$ cat src/rtl/fetch_ibuf.sv
// Fetch-to-decode instruction buffer: DEPTH-entry FIFO with fetch-ID tagging and flush control.
// Optional same-cycle bypass of an empty buffer is enabled by defining FETCH_IBUF_BYPASS_EN.
module fetch_ibuf #(
   parameter int DEPTH = 4
) (
   input  logic        clk,
   input  logic        reset,
   input  logic        snoop_hit,
   input  logic        bco_valid,
   input  logic        f_valid,
   output logic        f_ready,
   input  logic [31:0] f_pc,
   input  logic [31:0] f_data,
   input  logic [1:0]  f_bp_pattern,
   input  logic        f_bp_taken,
   input  logic        f_bp_hit,
   input  logic [31:0] f_bp_target,
   input  logic        d_ready,
   output logic        o_valid,
   output logic [31:0] o_pc,
   output logic [7:0]  o_fid,
   output logic [31:0] o_data,
   output logic [1:0]  o_bp_pattern,
   output logic        o_bp_taken,
   output logic        o_bp_hit,
   output logic [31:0] o_bp_target
);
   localparam int AW = (DEPTH > 1) ? $clog2(DEPTH) : 1;
   localparam logic [AW:0] FULL_COUNT = (AW + 1)'(DEPTH);

   typedef struct packed {
      logic [31:0] pc;
      logic [31:0] data;
      logic [1:0]  bp_pattern;
      logic        bp_taken;
      logic        bp_hit;
      logic [31:0] bp_target;
      logic [7:0]  fid;
   } entry_t;

   entry_t        mem [DEPTH];
   entry_t        head;
   entry_t        wr_entry;
   logic [AW-1:0] rd_ptr_reg;
   logic [AW-1:0] wr_ptr_reg;
   logic [AW:0]   count_reg;
   logic [7:0]    fid_reg;
   logic          snoop_hit_reg;

   logic flush;
   logic empty;
   logic full;
   logic enq;
   logic deq;
   logic bypass;
   logic bypass_take;

   // The delayed snoop copy stretches a snoop flush to two cycles.
   assign flush = snoop_hit | snoop_hit_reg | bco_valid;
   assign empty = (count_reg == '0);
   assign full  = (count_reg == FULL_COUNT);
   assign head  = mem[rd_ptr_reg];

   assign f_ready  = ~full & ~flush & ~reset;
   assign wr_entry = '{pc: f_pc, data: f_data, bp_pattern: f_bp_pattern, bp_taken: f_bp_taken,
                       bp_hit: f_bp_hit, bp_target: f_bp_target, fid: fid_reg};

`ifdef FETCH_IBUF_BYPASS_EN
   assign bypass      = empty & f_valid & ~flush & ~reset;
   assign bypass_take = bypass & d_ready;
`else
   assign bypass      = 1'b0;
   assign bypass_take = 1'b0;
`endif

   // A bypassed instruction that decode takes immediately never touches storage.
   assign o_valid = (~empty | bypass) & ~flush & ~reset;
   assign enq     = f_valid & f_ready & ~bypass_take;
   assign deq     = o_valid & d_ready & ~empty;

   always_comb begin
      o_pc         = head.pc;
      o_fid        = head.fid;
      o_data       = head.data;
      o_bp_pattern = head.bp_pattern;
      o_bp_taken   = head.bp_taken;
      o_bp_hit     = head.bp_hit;
      o_bp_target  = head.bp_target;
      if (bypass) begin
         o_pc         = wr_entry.pc;
         o_fid        = wr_entry.fid;
         o_data       = wr_entry.data;
         o_bp_pattern = wr_entry.bp_pattern;
         o_bp_taken   = wr_entry.bp_taken;
         o_bp_hit     = wr_entry.bp_hit;
         o_bp_target  = wr_entry.bp_target;
      end
   end

   always_ff @(posedge clk) begin
      if (enq) begin
         mem[wr_ptr_reg] <= wr_entry;
      end
   end

   always_ff @(posedge clk) begin
      if (reset) begin
         snoop_hit_reg <= 1'b0;
         rd_ptr_reg    <= '0;
         wr_ptr_reg    <= '0;
         count_reg     <= '0;
         fid_reg       <= '0;
      end else begin
         snoop_hit_reg <= snoop_hit;
         if (enq | bypass_take) begin
            fid_reg <= fid_reg + 8'd1;
         end
         // Flush keeps fid_reg so fetch IDs stay monotonic across redirects.
         if (flush) begin
            rd_ptr_reg <= '0;
            wr_ptr_reg <= '0;
            count_reg  <= '0;
         end else begin
            if (enq) begin
               wr_ptr_reg <= wr_ptr_reg + 1'b1;
            end
            if (deq) begin
               rd_ptr_reg <= rd_ptr_reg + 1'b1;
            end
            count_reg <= count_reg + (AW + 1)'(enq) - (AW + 1)'(deq);
         end
      end
   end
endmodule

$ cat config.mk
export PLATFORM = sky130hd
export DESIGN_NAME = fetch_ibuf
export DESIGN_NICKNAME = d
export VERILOG_FILES = /design/src/rtl/fetch_ibuf.sv
export SDC_FILE = /design/constraint.sdc
export NUM_CORES = 1
export LEC_CHECK = 0
export ABC_AREA = 1
export BUFFER_PORTS_ARGS = -buffer_cell sky130_fd_sc_hd__buf_4
export CORE_ASPECT_RATIO = 0.8
export CORE_MARGIN = 1
export CORE_UTILIZATION = 45
export DETAILED_ROUTE_END_ITERATION = 8
export PLACE_DENSITY = 0.7
export SKIP_CTS_REPAIR_TIMING = 1
export SLEW_MARGIN = 0
export SYNTH_ARGS = -nofsm -noshare
export SYNTH_HDL_FRONTEND = slang
export SYNTH_SLANG_ARGS = --single-unit
$ cat constraint.sdc
create_clock -name clk -period 9.4 [get_ports clk]
set_input_delay 1.88 -clock clk [delete_from_list [all_inputs] [get_ports clk]]
set_output_delay 1.88 -clock clk [all_outputs]
set_load 0.005 [all_outputs]
==> impl_metrics.tcl, run 1 <==
set metrics [dict create \
    vdd_drop_max_uv 162 \
    core_um2 37100 \
    startpoint_type "register" \
    antenna_found_initial 2 \
    worst_path_largest_cell_delay_ns 0.77 \
    reg2reg_slack_ns 6.40 \
    finalSetupViolations 0 \
    period_minus_slack_ns 4.88 \
    start_util_pct 45.8 \
    dieArea_um2 38600 \
    syn_to_final_growth_pct 19.2 \
    fmax_ghz 0.205 \
    synth_top_area_share_pct 76.3 \
    grt-ovfl-total 0 \
    ys.flop_type "edfxtp_1" \
    fill_cells 2964 \
    synth_most_common_cell "edfxtp_1" \
    syn_avg_cell_area_um2 14.3 \
    path_common_cell "buf_4" \
    firstDrtPassIters 5 \
    clk_latency_ns 0.54 \
    hold_start "wr_ptr_reg[1]" \
    ys_seq_elements 450 \
    fin_crit_sh_pct 51.9 \
    pin_count 216 \
    grt_max_degree 115 \
    die_h_um 176 \
    first_global_vias 9919 \
    synthDistinctLibCells 28 \
    grt_setup_unrepaired "no" \
    clockBufferDepth 3 \
    viasPerCell 5.29 \
    p_leak_uw 0.00707 \
    drt_first_iter_violations 832 \
    dp_cells 1827 \
    min_path_cells 2 \
    nets 1500 \
    synth_top_cell_by_area "edfxtp_1" \
    crit_type "register to output pin" \
    clkTransAtPathRegs_ns 0.06 \
    cts_tree "built" \
    io_buffers 215 \
    min_to "wr_ptr_reg[1]" \
    synthesis.instances 1185 \
    grt_usage_pct 18.3 \
    p_per_area_nw_per_um2 195 \
    stdcell_count 1904 \
    ff2ff_path_depth 7 \
    grt_first_pass_wirelength_um 54500 \
    r2r-end "mem[0][93]" \
    cts-root-buf "clkbuf_16" \
    drive_gt1_share_pct 21.3 \
    num_rows 63 \
    fin_setup_tns_ns 0 \
    r2r-start "snoop_hit_reg" \
    vias 10100 \
    yosysWarnings 0 \
    cts_buffers 44 \
    hold_violations 0 \
    drv_cap 0 \
    final_antenna_net_count 0 \
    critPathSlowestCell "dfxtp_4" \
    end_kind "output pin" \
    cts.sinks 450 \
    ys_top_cells_by_area "edfxtp_1 76%, o21ai_0 5.4%, nor2_1 5.1%" \
    worstMarginPinSlew_ns 1.18 \
    hpwl_um 18900 \
    htree_levels 2 \
    die_x_um 219 \
    wl_per_cell_um 18.7 \
    path_max_fanout 108 \
    worstPathArrival_ns 3.00 \
    synthesis.area_um2 17000 \
    synth_seq_area_share_pct 78.4 \
    hp-class "register to register" \
    synth_nets 1299 \
    slew_headroom_pct 21.6 \
    critPathRequiredTime_ns 7.52 \
    largest_register_ffs 432 \
    synth_edf_count 432 \
    finClkSkew_ns 0.0152 \
    routed_wl_um 35600 \
    fin_util_pct 54.6 \
    status "finished, final reports clean" \
    path_cells "buf_4 > inv_6 > o21ai_0 > o22ai_1 > buf_4" \
    gp_congestion 0.758 \
    slew_viol_final 0 \
    synthTopCellsByCount "432 x edfxtp_1, 230 x nor2_1, 182 x o21ai_0" \
    drc 0 \
    async_flop_share_pct 0 \
]
## critical path: cells and delay by family (launching register included)
family                 cells  cell delay (ns)
AO/OA/AOI/OAI              2             0.37
flip-flops                 1             0.77
buffers and inverters      3             1.28
## layout make-up
type | count | area [µm²] | area share, %
Timing Repair Buffer | 227 | 1700 | 8.41
Inverter | 30 | 125 | 0.618
Sequential cell | 450 | 13300 | 65.8
Antenna cell | 1 | 2.50 | 0.0124
Tap cell | 487 | 609 | 3.01
Clock buffer | 52 | 1150 | 5.69
Clock inverter | 24 | 213 | 1.05
Multi-Input combinational cell | 633 | 3120 | 15.4
## layer usage
layer | wire length, µm | vias up | GRT usage (%)
met4 | 782 | 2 | 5.47
met5 | 17 | - | 0
met2 | 16800 | 267 | 29.2
li1 | - | 4808 | -
met3 | 2630 | 70 | 4.90
met1 | 15400 | 4922 | 24.6
## stage by stage
stage	setup WS [ns]	hold WS [ns]	cell area (µm²)	power (µW)
finish	4.52	0.514	20300	3960
global route	4.30	0.535	20300	4080
CTS	4.44	0.511	20300	3990
detailed placement	4.63	0.502	18900	2330
global placement	4.65	0.496	18900	2320
floorplan	1.76	0.466	17000	2260
## cell families (layout without fill, tap and decap cells)
kind of cell    count (synthesis)  after routing  share of synthesized area [%]
flops                         450            450                           78.4
simple gates                  285            285                           6.62
xor+xnor                        4              4                          0.206
fa+ha+maj                       8              8                          0.633
other cells                     0              1                              0
buf+inv                       102            333                           3.42
compound gates                336            336                           10.7
## cell usage in the layout, fill, tap and decap left out, types with 11 or more instances in the layout
cell type,synthesis,routed
edfxtp_1,432,432
buf_4,4,227
nor2_1,230,226
o21ai_0,182,182
o22ai_1,108,108
clkbuf_16,0,45
nand2_1,41,41
o21ai_1,35,35
inv_1,26,26
dfxtp_1,18,16
a21oi_1,11,11
clkinv_1,0,11
## power by group
part / switching, µW / internal, µW
combinational: 39.3 / 40.5
clock: 698 / 980
sequential: 1.99 / 2200
## how the worst max path moves through the flow
stage	startpoint	end	slack, ns
after floorplan	reset	mem[0][0]	1.76
after global placement	snoop_hit	mem[0][94]	4.65
after detailed placement	snoop_hit	mem[0][86]	4.63
after CTS	register	o_fid[4]	4.44
after global routing	register	o_fid[4]	4.30
final	register	o_fid[4]	4.52
No activity file was read; power rests on OpenSTA's default activity.
==> inputs of run 2 (changes only) <==
==> constraint.sdc (replaced) <==
create_clock -name clk -period 4.5 [get_ports clk]
set_input_delay 0.9 -clock clk [delete_from_list [all_inputs] [get_ports clk]]
set_output_delay 0.9 -clock clk [all_outputs]
set_load 0.005 [all_outputs]
==> run 2 against run 1 <==
Against the previous run:
- die area unchanged
- global-route usage up 0.25 points
- clock power up 120%
- wire length up 1.5%
- setup slack worse by 3.6 ns
- clock-buffer cell count up 2
- combinational power up 120%
- critical path depth down 1
- non-clock buffer count up 3
==> impl_metrics.tcl, run 2 (synthesized netlist as in run 1, its figures left out) <==
set metrics [dict create \
    path_max_fanout 108 \
    startpoint_type "register" \
    dieArea_um2 38600 \
    finalSetupViolations 0 \
    pin_count 216 \
    fmax_ghz 0.276 \
    multi_input_area_um2 3120 \
    largest_register_ffs 432 \
    critPathRequiredTime_ns 3.60 \
    drv_cap 0 \
    regArea_um2 13300 \
    clockBufferDepth 3 \
    switchingPower_uw 1600 \
    vias 10200 \
    cts_buffers 44 \
    vdd_drop_max_uv 365 \
    grt_max_degree 217 \
    viasPerCell 5.35 \
    drc 0 \
    worstPathArrival_ns 2.72 \
    fin_setup_tns_ns 0 \
    crit_type "register to output pin" \
    hold_start "rd_ptr_reg[1]" \
    syn_to_final_growth_pct 20.4 \
    start_util_pct 45.8 \
    first_global_vias 9731 \
    die_x_um 219 \
    power_frac_comb_pct 2.0 \
    mostFrequentLayoutCell "edfxtp_1" \
    sequentialPowerShare_pct 54.7 \
    grt_first_pass_wirelength_um 54900 \
    hp-class "register to register" \
    final_antenna_net_count 0 \
    firstDrtPassIters 5 \
    drt_first_iter_violations 933 \
    num_rows 63 \
    grt_usage_pct 18.5 \
    clkTransAtPathRegs_ns 0.06 \
    layout_common_cells "432 x edfxtp_1, 226 x nor2_1, 221 x buf_4" \
    internal-power_uw 6810 \
    min_path_cells 2 \
    slew_viol_final 0 \
    status "finished, final reports clean" \
    period_minus_slack_ns 3.62 \
    path_cells "inv_6 > o21ai_0 > o22ai_1 > buf_4" \
    fin_crit_sh_pct 80.5 \
    clk_latency_ns 0.55 \
    slew_headroom_pct 38.0 \
    fill_cells 2966 \
    hold_violations 0 \
    reg2reg_slack_ns 2.04 \
    sw_frac_of_total_pct 19.1 \
    io_buffers 215 \
    worst_path_largest_cell_delay_ns 0.75 \
    hpwl_um 19500 \
    gp_congestion 0.756 \
    end_kind "output pin" \
    r2r-start "snoop_hit_reg" \
    r2r-end "count_reg[2]" \
    worstMarginPinSlew_ns 0.929 \
    wl_per_cell_um 18.9 \
    htree_levels 2 \
    nets 1503 \
    p_per_area_nw_per_um2 411 \
    cts-root-buf "clkbuf_16" \
    antenna_found_initial 2 \
    die_h_um 176 \
    clkPwrFrac_pct 43.2 \
    cts.sinks 450 \
    drive_gt1_share_pct 21.5 \
    critPathSlowestCell "inv_6" \
    core_um2 37100 \
    routed_wl_um 36200 \
    finClkSkew_ns 0.0148 \
    grt_setup_unrepaired "no" \
    p_leak_uw 0.00714 \
    ff2ff_path_depth 10 \
    grt-ovfl-total 0 \
    p_total_uw 8410 \
    cts_tree "built" \
]
run 2: changes by cell type in the layout (fill, tap and decap cells not counted), sizes merged:
| cell | previous run | this run |
|---|---|---|
| buf | 227 | 230 |
| clkbuf | 52 | 54 |
| clkinv | 19 | 17 |
| bufinv | 4 | 5 |
| inv | 30 | 31 |
| clkinvlp | 1 | 0 |
run 2: per-stage QoR:
step,instances,util [%],area (µm²),setup WS (ns),hold slack (ns)
after CTS,1907,55.1,20500,0.859,0.491
after floorplan,1185,-,17000,-0.298,0.466
after detailed placement,1830,51.3,19000,1.32,0.478
after global placement,1830,51.3,19000,1.34,0.477
after global routing,1908,55.1,20500,0.733,0.516
final,1908,55.1,20500,0.879,0.483
run 2: layer usage:
layer | track usage [%] | up-vias | wire length [µm]
li1 | - | 4816 | -
met5 | 0 | - | 11
met2 | 29.3 | 312 | 17100
met3 | 3.95 | 44 | 2340
met4 | 4.75 | 2 | 634
met1 | 26.2 | 5032 | 16100
run 2: power groups by stage:
| stage | Combinational [µW] | Clock [µW] | Sequential [µW] |
|---|---|---|---|
| 2_1_floorplan | 30.2 | 0 | 4690 |
| 3_3_place_gp | 167 | 0 | 4690 |
| 3_5_place_dp | 173 | 0 | 4690 |
| 4_1_cts | 173 | 3700 | 4600 |
| 5_1_grt | 187 | 3840 | 4600 |
| 6_report | 172 | 3630 | 4600 |
run 2: layout make-up:
class                   instances  share of cell area (%)
flip-flops and latches        450                    65.2
well taps                     487                    2.98
clock buffers                  54                    5.66
clock inverters                23                    1.31
multi-input cells             633                    15.2
repair buffers                230                    8.99
diodes                          1                  0.0122
inverters                      30                   0.612
run 2: worst max-delay path by stage:
stage | to | slack (ns) | depth (start not counted)
4_1_cts | o_pc[31] | 0.86 | 4
3_5_place_dp | count_reg[2] | 1.32 | 11
5_1_grt | o_bp_target[16] | 0.73 | 4
2_1_floorplan | mem[0][0] | -0.30 | 7
3_3_place_gp | count_reg[2] | 1.34 | 11
6_report | o_bp_target[16] | 0.88 | 4
run 2: worst max-delay path, delay by kind of cell (launching register included):
| kind | cells | cell delay (ns) |
|---|---|---|
| buffers and inverters | 2 | 0.93 |
| flip-flops | 1 | 0.60 |
| AO/OA/AOI/OAI | 2 | 0.56 |
